File: src/rtl/data_collector_seq.sv
// Sequencer for a sample collector on a strobe bus: configures channels,
// arms capture, polls TRIG_EN until capture ends, then streams each channel.
module data_collector_seq #(
    parameter int BUS_ADDR_WIDTH   = 16,
    parameter int BASE_ADDR        = 0,
    parameter int NUM_PORTS        = 1,
    parameter int DATA_WIDTH       = 16,
    parameter int SOFT_RESETN_OFFS = 0,
    parameter int BUS_CHAN_OFFS    = 5,
    parameter int TRIG_EN_OFFS     = 6,
    parameter int WR_PERM_OFFS     = 7,
    parameter int WR_DEPTH_OFFS    = 8,
    parameter int RAM_OFFS         = 10,
    parameter int POLL_GAP         = 8,
    parameter int POLL_MAX         = 65535,
    parameter int RV_TIMEOUT       = 15
) (
    input  logic                      clk,
    input  logic                      reset,
    input  logic                      start,
    input  logic [NUM_PORTS-1:0]      chan_mask,
    input  logic [15:0]               depth,
    output logic                      busy,
    output logic                      done,
    output logic [1:0]                err,
    output logic [BUS_ADDR_WIDTH-1:0] m_addr,
    output logic [31:0]               m_wdata,
    output logic                      m_wr,
    output logic                      m_rd,
    input  logic [31:0]               m_rdata,
    input  logic                      m_rvalid,
    output logic [31:0]               out_data,
    output logic [3:0]                out_chan,
    output logic                      out_last,
    output logic                      out_valid,
    input  logic                      out_ready
);

    localparam logic [BUS_ADDR_WIDTH-1:0] A_SRST  = BUS_ADDR_WIDTH'(BASE_ADDR + SOFT_RESETN_OFFS);
    localparam logic [BUS_ADDR_WIDTH-1:0] A_CHAN  = BUS_ADDR_WIDTH'(BASE_ADDR + BUS_CHAN_OFFS);
    localparam logic [BUS_ADDR_WIDTH-1:0] A_TRIG  = BUS_ADDR_WIDTH'(BASE_ADDR + TRIG_EN_OFFS);
    localparam logic [BUS_ADDR_WIDTH-1:0] A_PERM  = BUS_ADDR_WIDTH'(BASE_ADDR + WR_PERM_OFFS);
    localparam logic [BUS_ADDR_WIDTH-1:0] A_DEPTH = BUS_ADDR_WIDTH'(BASE_ADDR + WR_DEPTH_OFFS);
    localparam logic [BUS_ADDR_WIDTH-1:0] A_RAM   = BUS_ADDR_WIDTH'(BASE_ADDR + RAM_OFFS);

    typedef enum logic [3:0] {
        ST_IDLE,
        ST_CFG_CHAN,
        ST_CFG_PERM,
        ST_CFG_DEPTH,
        ST_ARM,
        ST_POLL_RD,
        ST_POLL_WAIT,
        ST_POLL_GAP,
        ST_RD_SEL,
        ST_RD_REQ,
        ST_RD_WAIT,
        ST_OUT,
        ST_SRST,
        ST_FIN
    } state_t;

    state_t state, state_n;

    logic                      busy_n, done_n, wr_n, rd_n;
    logic [1:0]                err_n;
    logic [BUS_ADDR_WIDTH-1:0] addr_n;
    logic [31:0]               wdata_n, out_data_n;
    logic [3:0]                out_chan_n, cur_chan, cur_chan_n;
    logic                      out_last_n, out_valid_n;
    logic [15:0]               mask_q, mask_n, depth_q, depth_n;
    logic [4:0]                ch_idx, ch_idx_n;
    logic [15:0]               word_cnt, word_n, poll_cnt, poll_n;
    logic [15:0]               gap_cnt, gap_n, tmo_cnt, tmo_n;
    logic                      sel_found;
    logic [3:0]                sel_chan;
    logic                      unused_rdata;

    assign unused_rdata = ^m_rdata;

    always_ff @(posedge clk) begin
        if (reset) begin
            state     <= ST_IDLE;
            busy      <= 1'b0;
            done      <= 1'b0;
            err       <= 2'd0;
            m_addr    <= '0;
            m_wdata   <= '0;
            m_wr      <= 1'b0;
            m_rd      <= 1'b0;
            out_data  <= '0;
            out_chan  <= '0;
            out_last  <= 1'b0;
            out_valid <= 1'b0;
            cur_chan  <= '0;
            mask_q    <= '0;
            depth_q   <= '0;
            ch_idx    <= '0;
            word_cnt  <= '0;
            poll_cnt  <= '0;
            gap_cnt   <= '0;
            tmo_cnt   <= '0;
        end else begin
            state     <= state_n;
            busy      <= busy_n;
            done      <= done_n;
            err       <= err_n;
            m_addr    <= addr_n;
            m_wdata   <= wdata_n;
            m_wr      <= wr_n;
            m_rd      <= rd_n;
            out_data  <= out_data_n;
            out_chan  <= out_chan_n;
            out_last  <= out_last_n;
            out_valid <= out_valid_n;
            cur_chan  <= cur_chan_n;
            mask_q    <= mask_n;
            depth_q   <= depth_n;
            ch_idx    <= ch_idx_n;
            word_cnt  <= word_n;
            poll_cnt  <= poll_n;
            gap_cnt   <= gap_n;
            tmo_cnt   <= tmo_n;
        end
    end

    always_comb begin
        state_n     = state;
        busy_n      = busy;
        done_n      = 1'b0;
        err_n       = err;
        addr_n      = m_addr;
        wdata_n     = m_wdata;
        wr_n        = 1'b0;
        rd_n        = 1'b0;
        out_data_n  = out_data;
        out_chan_n  = out_chan;
        out_last_n  = out_last;
        out_valid_n = out_valid;
        cur_chan_n  = cur_chan;
        mask_n      = mask_q;
        depth_n     = depth_q;
        ch_idx_n    = ch_idx;
        word_n      = word_cnt;
        poll_n      = poll_cnt;
        gap_n       = gap_cnt;
        tmo_n       = tmo_cnt;
        sel_found   = 1'b0;
        sel_chan    = '0;

        // lowest enabled channel at or above ch_idx
        for (int i = 0; i < 16; i++) begin
            if (!sel_found && mask_q[i] && (5'(i) >= ch_idx)) begin
                sel_found = 1'b1;
                sel_chan  = 4'(i);
            end
        end

        unique case (state)
            ST_IDLE: begin
                if (start) begin
                    busy_n   = 1'b1;
                    err_n    = 2'd0;
                    mask_n   = 16'(chan_mask);
                    depth_n  = depth;
                    ch_idx_n = '0;
                    if (chan_mask == '0 || depth == 16'd0)
                        state_n = ST_FIN;
                    else
                        state_n = ST_CFG_CHAN;
                end
            end
            ST_CFG_CHAN: begin
                wr_n    = 1'b1;
                addr_n  = A_CHAN;
                wdata_n = 32'(ch_idx);
                state_n = ST_CFG_PERM;
            end
            ST_CFG_PERM: begin
                wr_n    = 1'b1;
                addr_n  = A_PERM;
                wdata_n = {31'd0, mask_q[ch_idx[3:0]]};
                if (ch_idx == 5'(NUM_PORTS - 1)) begin
                    ch_idx_n = '0;
                    state_n  = ST_CFG_DEPTH;
                end else begin
                    ch_idx_n = ch_idx + 5'd1;
                    state_n  = ST_CFG_CHAN;
                end
            end
            ST_CFG_DEPTH: begin
                wr_n    = 1'b1;
                addr_n  = A_DEPTH;
                wdata_n = {16'd0, depth_q};
                state_n = ST_ARM;
            end
            ST_ARM: begin
                wr_n    = 1'b1;
                addr_n  = A_TRIG;
                wdata_n = 32'd1;
                poll_n  = '0;
                state_n = ST_POLL_RD;
            end
            ST_POLL_RD: begin
                rd_n    = 1'b1;
                addr_n  = A_TRIG;
                tmo_n   = '0;
                state_n = ST_POLL_WAIT;
            end
            ST_POLL_WAIT: begin
                if (m_rvalid) begin
                    if (!m_rdata[0]) begin
                        ch_idx_n = '0;
                        state_n  = ST_RD_SEL;
                    end else if (poll_cnt == 16'(POLL_MAX - 1)) begin
                        err_n   = 2'd2;
                        state_n = ST_SRST;
                    end else begin
                        poll_n  = poll_cnt + 16'd1;
                        gap_n   = '0;
                        state_n = ST_POLL_GAP;
                    end
                end else if (tmo_cnt == 16'(RV_TIMEOUT - 1)) begin
                    err_n   = 2'd1;
                    state_n = ST_SRST;
                end else begin
                    tmo_n = tmo_cnt + 16'd1;
                end
            end
            ST_POLL_GAP: begin
                if (32'(gap_cnt) + 32'd1 >= 32'(POLL_GAP))
                    state_n = ST_POLL_RD;
                else
                    gap_n = gap_cnt + 16'd1;
            end
            ST_RD_SEL: begin
                if (sel_found) begin
                    wr_n       = 1'b1;
                    addr_n     = A_CHAN;
                    wdata_n    = 32'(sel_chan);
                    cur_chan_n = sel_chan;
                    ch_idx_n   = {1'b0, sel_chan} + 5'd1;
                    word_n     = '0;
                    state_n    = ST_RD_REQ;
                end else begin
                    state_n = ST_FIN;
                end
            end
            ST_RD_REQ: begin
                rd_n    = 1'b1;
                addr_n  = A_RAM;
                tmo_n   = '0;
                state_n = ST_RD_WAIT;
            end
            ST_RD_WAIT: begin
                if (m_rvalid) begin
                    out_data_n  = 32'(m_rdata[DATA_WIDTH-1:0]);
                    out_chan_n  = cur_chan;
                    out_last_n  = (word_cnt == depth_q - 16'd1);
                    out_valid_n = 1'b1;
                    state_n     = ST_OUT;
                end else if (tmo_cnt == 16'(RV_TIMEOUT - 1)) begin
                    err_n   = 2'd1;
                    state_n = ST_SRST;
                end else begin
                    tmo_n = tmo_cnt + 16'd1;
                end
            end
            ST_OUT: begin
                if (out_ready) begin
                    out_valid_n = 1'b0;
                    if (out_last) begin
                        state_n = ST_RD_SEL;
                    end else begin
                        word_n  = word_cnt + 16'd1;
                        state_n = ST_RD_REQ;
                    end
                end
            end
            ST_SRST: begin
                wr_n    = 1'b1;
                addr_n  = A_SRST;
                wdata_n = 32'd1;
                state_n = ST_FIN;
            end
            ST_FIN: begin
                done_n  = 1'b1;
                busy_n  = 1'b0;
                state_n = ST_IDLE;
            end
            default: state_n = ST_IDLE;
        endcase
    end

endmodule
File: config.mk
export PLATFORM = sky130hd
export DESIGN_NAME = data_collector_seq
export DESIGN_NICKNAME = d
export VERILOG_FILES = /design/src/rtl/data_collector_seq.sv
export SDC_FILE = /design/constraint.sdc
export NUM_CORES = 1
export LEC_CHECK = 0
export ABC_AREA = 1
export BUFFER_PORTS_ARGS = -buffer_cell sky130_fd_sc_hd__buf_2
export CELL_PAD_IN_SITES_DETAIL_PLACEMENT = 1
export CELL_PAD_IN_SITES_GLOBAL_PLACEMENT = 1
export CORE_UTILIZATION = 25
export DETAILED_ROUTE_END_ITERATION = 12
export PLACE_DENSITY_LB_ADDON = 0.08
export SLEW_MARGIN = 20
export SYNTH_ARGS = -nofsm -noshare
export SYNTH_HDL_FRONTEND = slang
export SYNTH_SLANG_ARGS = --single-unit
File: constraint.sdc
create_clock -name clk -period 1.9 [get_ports clk]
set_clock_uncertainty 0.2 [all_clocks]
set_input_delay 0.285 -clock clk [delete_from_list [all_inputs] [get_ports clk]]
set_output_delay 0.285 -clock clk [all_outputs]
set_load 0.01 [all_outputs]
# Word-level counts from Yosys, hierarchy flattened
# Cells that the tools add are included.
# classes
muxes,58
div_mod_pow,0
bitwise_logic,1
mul,0
n_reduce_logical,33
shift,0
n_lt_le_gt_ge,3
add_sub_neg,7
n_eq_ne,32
# ops
op,count
16-bit two-way mux,13
32-bit case mux with 5 select lines,1
16-bit case mux with 2 select lines,4
16-bit case mux with 7 select lines,1
16-bit by 1-bit adder with 16-bit output (second input constant),4
4-bit case mux with 13 select lines,1
4-bit two-way mux,9
32-bit two-way mux,1
2-bit inequality test (second input constant),14
5-bit two-way mux,5
4-bit == test (second input constant),6
5-bit case mux with 4 select lines,1
16-bit by 1-bit adder with 17-bit output (second input constant),1
17-bit by 4-bit >= comparator with 1-bit output (second input constant),1
16-bit == test,1
16-bit == test (second input constant),1
16-bit by 4-bit == test with 1-bit output (second input constant),1
4-bit by 3-bit == test with 1-bit output (second input constant),4
16-bit zero test,1
16-bit by 1-bit subtractor with 16-bit output (second input constant),1
5-bit AND reduction,3
2-bit two-way mux,7
2-bit nonzero test,6
2-bit AND reduction,5
other kinds (24),42
# word_totals
output_inout_bits,92
elab_cells,152
mem_bits_rw,0
reg_bits,162
mem_count,0
latchBits,0
romBits,0
inputBits,54

# Longest topological paths before layout
# depth
ltp_word,5
mapped_depth,15
ltp_nobuf,15

# Worst setup path after synthesis
# OpenSTA, ideal clock, no wires.
# synth_timing
kind,register -> register
startpoint,register gap_cnt[0]
endpoint,register gap_cnt[10]
period_less_slack_ps,2031
t_arrival_ps,1693
n_path_buf,1
path_stages_with_launch,14
required_time_ps,1562
setup_slack_ps,-131
path_cell_list,dfxtp_1 > ha_1 > nand2_1 > nor2_2 > nand3_1 > nand2_1 > nand2_1 > nor2_1 > nand2_1 > nor2_1 > nand2_2 > nand2_2 > buf_6 > nor3_2
# synth_via
elab_chain_cells,4
elab_cells_between_ends,7
cone_classes,add/sub (2); order compare (1); eq/ne (1); mux (2); reduce/logical (1)
# synth_lines
item,line_no,source
from (decl),74,"logic [15:0] gap_cnt, gap_n, tmo_cnt, tmo_n;"
from (signal assigned),122,gap_cnt <= gap_n;
16-bit by 1-bit adder with 17-bit output,231,if (32'(gap_cnt) + 32'd1 >= 32'(POLL_GAP))
17-bit by 4-bit >= comparator with 1-bit output,231,
2-bit inequality test (no line),-,
5-bit AND reduction (no line),-,
# Several ways; a longest one is shown, not always the timed one. The select of a mux whose other input is x is not followed.
# A chain may end at the register's enable or synchronous reset.

# Final worst setup path
# layout_timing
startpoint,register gap_cnt[0]
endpoint,register gap_cnt[9]
# Same word-level chain as after synthesis.

==> impl_metrics.env <==
export IMPL_fin_crit_ps=2080
export IMPL_utilization=0.408
export IMPL_path_clk_slew_ps=70
export IMPL_ys_flop_type="dfxtp_1"
export IMPL_grtUsageTotal=0.185
export IMPL_drc=2
export IMPL_cts_tree="yes"
export IMPL_routed_via_density=4.50
export IMPL_routed_wl_microns=28200
export IMPL_maxSlewHeadroom=0.653
export IMPL_worst_pin_slew_ps=520
export IMPL_peakVddDrop_v=0.000550
export IMPL_cp_arrival_ps=2190
export IMPL_die_w_microns=175
export IMPL_swShare=0.411
export IMPL_drv_slew=0
export IMPL_synth_distinct_cells=43
export IMPL_yosysSeqAreaShare=0.357
export IMPL_stdcell_area_sq_um=12100
export IMPL_hold_violations=0
export IMPL_die_area_sq_um=30800
export IMPL_postSynth_asyncResetShare=0
export IMPL_final_cells=1907
export IMPL_cap_viol_max_count=0
export IMPL_hpwl_microns=20900
export IMPL_diodes=0
export IMPL_ctsHtreeMaxLevel=4
export IMPL_p_int_mw=8.10
export IMPL_rows=63
export IMPL_place_congestion=0.802
export IMPL_hp_class="in2reg"
export IMPL_p_clk_frac=0.253
export IMPL_syn_area_sq_um=7510
export IMPL_clock_sinks=134
export IMPL_violations="design-rule violations, negative setup slack"
export IMPL_numCtsBuffers=17
export IMPL_cts_buffer_depth=2
export IMPL_final_nets=1567
export IMPL_p_comb_frac=0.496
export IMPL_synth_compound_area_frac=0.129
export IMPL_path_cells="ha_4, nand2_4, nor2_4, nand3_1, nand2_1, nand2_1, nor2_1, nand2_2, nor2_2, nand2_2, nand2_4, clkbuf_16, nor3_2"
export IMPL_ys_ff_latch=134
export IMPL_place_area_sq_um=9680
export IMPL_wl_per_cell_microns=14.8
export IMPL_synthXorXnorAreaFrac=0.0198
export IMPL_seqPwrFrac=0.251
export IMPL_synth_simple_gate_area_frac=0.353
export IMPL_fillers=3743
export IMPL_worstHoldPathCells=3
export IMPL_synth_top_family_by_area="simple AND/OR/NAND/NOR gates"
export IMPL_syn_avg_cell_area_sq_um=6.56
export IMPL_fmax_mhz=481
export IMPL_grt_pass1_wl_microns=44900
export IMPL_io_buffers=81
export IMPL_path_class="reg2reg"
export IMPL_synth_edff_count=0
export IMPL_grt_max_degree=38
export IMPL_drt_iter0_markers=259
export IMPL_vias=8575
export IMPL_overflow=0
export IMPL_min_period_over_period=1.10
export IMPL_synth_fa_ha_area_frac=0.0150
export IMPL_syn_to_final_growth_pct=60.8
export IMPL_layout_drive_gt1_share=0.399
export IMPL_synth_area_mux_share=0
export IMPL_grt_antenna_before_repair=0
export IMPL_p_per_area_nw_per_um2=1140
export IMPL_ant_nets=0
export IMPL_num_io_pins=146
export IMPL_yosys_warnings=0
export IMPL_grt_pass1_vias=8786
export IMPL_r2r_cells=13
export IMPL_root_buffer="clkbuf_16"
export IMPL_drtPass1Iterations=8
export IMPL_cp_start_kind="flop"
export IMPL_rsz0062_at_grt="true"
export IMPL_coreArea_sq_um=29600
export IMPL_switching_power_mw=5.64
export IMPL_initial_core_util=0.254
export IMPL_fp_dieH_microns=175
export IMPL_place_inst=1794
export IMPL_slowest_stage="dfxtp_4"
export IMPL_synthCells=1146
export IMPL_setup_ws_ps=-181
export IMPL_required_ps=2010
export IMPL_finalSetupViolations=59
export IMPL_worstSetupEndpointType="flop"
export IMPL_cp_slowest_stage_delay_ps=370
export IMPL_critPathMaxFanout=6
export IMPL_insertion_delay_ps=430
export IMPL_power_static_leakage_nw=5.29
export IMPL_status="finished, violations left"
## kinds of logic (layout without fill, tap and decap cells)
family          Yosys count  after routing
simple gates            607            607
buf+inv                 197            521
flops                   134            134
compound gates          181            181
fa+ha+maj                 9              9
xor+xnor                 17             17
other cells               1             48
## synth_stat cells, types with 3 or more instances
library cell / instances / area, sq um
nand2_1: 300 / 1130
nor2_1: 144 / 541
dfxtp_1: 134 / 2680
inv_1: 110 / 413
a21oi_1: 99 / 495
nand3_1: 63 / 315
o21ai_0: 52 / 260
buf_4: 48 / 360
nand4_1: 29 / 181
nor3_1: 23 / 115
clkbuf_1: 18 / 67.6
inv_2: 15 / 56.3
nor3_2: 11 / 110
xor2_1: 10 / 87.6
ha_1: 9 / 113
nand2_2: 9 / 56.3
nor2_2: 8 / 50.1
nand3b_1: 7 / 52.6
xnor2_1: 7 / 61.3
a211oi_1: 5 / 37.5
o22ai_1: 5 / 31.3
nor4_1: 4 / 25.0
o21ai_1: 4 / 20.0
a31oi_1: 3 / 18.8
buf_6: 3 / 33.8
o21a_1: 3 / 22.5
## worst max-delay path: cells and delay by family, from the launching register on
| kind | cells | cell delay [ps] |
|---|---|---|
| adders and majority gates | 1 | 160 |
| buffers and inverters | 1 | 170 |
| DFF | 1 | 370 |
| and+or+nand+nor | 11 | 1030 |
## what timing repair did
item,4_1_cts,5_1_grt
setup endpoints to repair,110,110
endpoints found under the hold margin,32,0
buffers inserted,30,20
hold buffers,32,0
pin swaps,40,77
resized for setup,165,173
cloned,2,1
## area by class of cell
cell class,instances,area [sq um],share of cell area
tap,390,488,0.0404
inverter,128,529,0.0438
timing repair buffer,359,2760,0.229
clock buffer,17,425,0.0352
timing repair inverter,2,22.5,0.00186
clock inverter,15,171,0.0142
sequential,134,2720,0.225
multi-input combinational,862,4960,0.411
## final timing paths
kind,slack [ps],start,endpoint
worst max register to register,-180,gap_cnt[0]$_SDFFE_PP0P_,gap_cnt[9]$_SDFFE_PP0P_
worst min register to register,260,tmo_cnt[2]$_SDFFE_PP0P_,tmo_cnt[2]$_SDFFE_PP0P_
worst max-delay path,-180,gap_cnt[0]$_SDFFE_PP0P_,gap_cnt[9]$_SDFFE_PP0P_
worst min-delay path,80,depth[0],depth_q[0]$_SDFFE_PP0P_
## stage by stage
stage	setup TNS, ps	setup slack, ps	hold WS (ps)	power, mW
finish	-4940	-181	76.5	13.7
global route	-13920	-340	83.7	14.7
CTS	-3450	-177	49.0	13.1
detailed placement	-15290	-295	252	8.48
global placement	-12370	-200	249	8.45
floorplan	-11.8	-1.18	175	6.18
## routing by layer
layer	wire length (microns)	vias up	global-route usage
li1	-	4354	-
met1	13000	4043	0.233
met2	13600	154	0.321
met3	1140	24	0.0374
met4	394	0	0.0475
met5	0	-	0
## flip-flops by register name, summed over array words and instances, names as in the netlist, 2 cells and up
register	flops
gap_cnt	16
m_wdata	16
ch_idx	5
poll_cnt	16
word_cnt	16
err	2
depth_q	16
m_addr	4
out_data	16
tmo_cnt	16
state	4
## power by group through the flow
| stage | Sequential (mW) | Combinational [mW] | Clock, mW |
|---|---|---|---|
| 6_report | 3.45 | 6.82 | 3.47 |
| 5_1_grt | 3.50 | 7.51 | 3.70 |
| 4_1_cts | 3.43 | 6.10 | 3.59 |
| 3_5_place_dp | 3.43 | 5.05 | 0 |
| 3_3_place_gp | 3.43 | 5.02 | 0 |
| 2_1_floorplan | 3.45 | 2.73 | 0 |
## placed cells by master (no fill, tap or decap), types with 5 or more instances in the layout
cell           instances
nor3_1                15
xnor2_1                7
nand3_2                6
nand2_4               17
inv_8                  5
conb_1                48
nand3_1               52
inv_2                 16
o21ai_1                7
buf_2                 81
nand3_4                5
o22ai_1                5
dfxtp_2                8
o21ai_0               27
nand4_1               29
o21ai_2               22
clkbuf_16             18
inv_4                  5
inv_6                  8
nor2_1                95
nor3_2                16
buf_6                 36
nand2_1              254
a21oi_1               79
a21oi_2               19
dfxtp_1              118
nand2_2               36
nand3b_1               7
ha_1                   5
inv_1                100
dlygate4sd3_1         32
xor2_1                10
dfxtp_4                8
buf_4                206
nor2_2                31
nor2_4                28
Power figures use the tool's default switching activity.
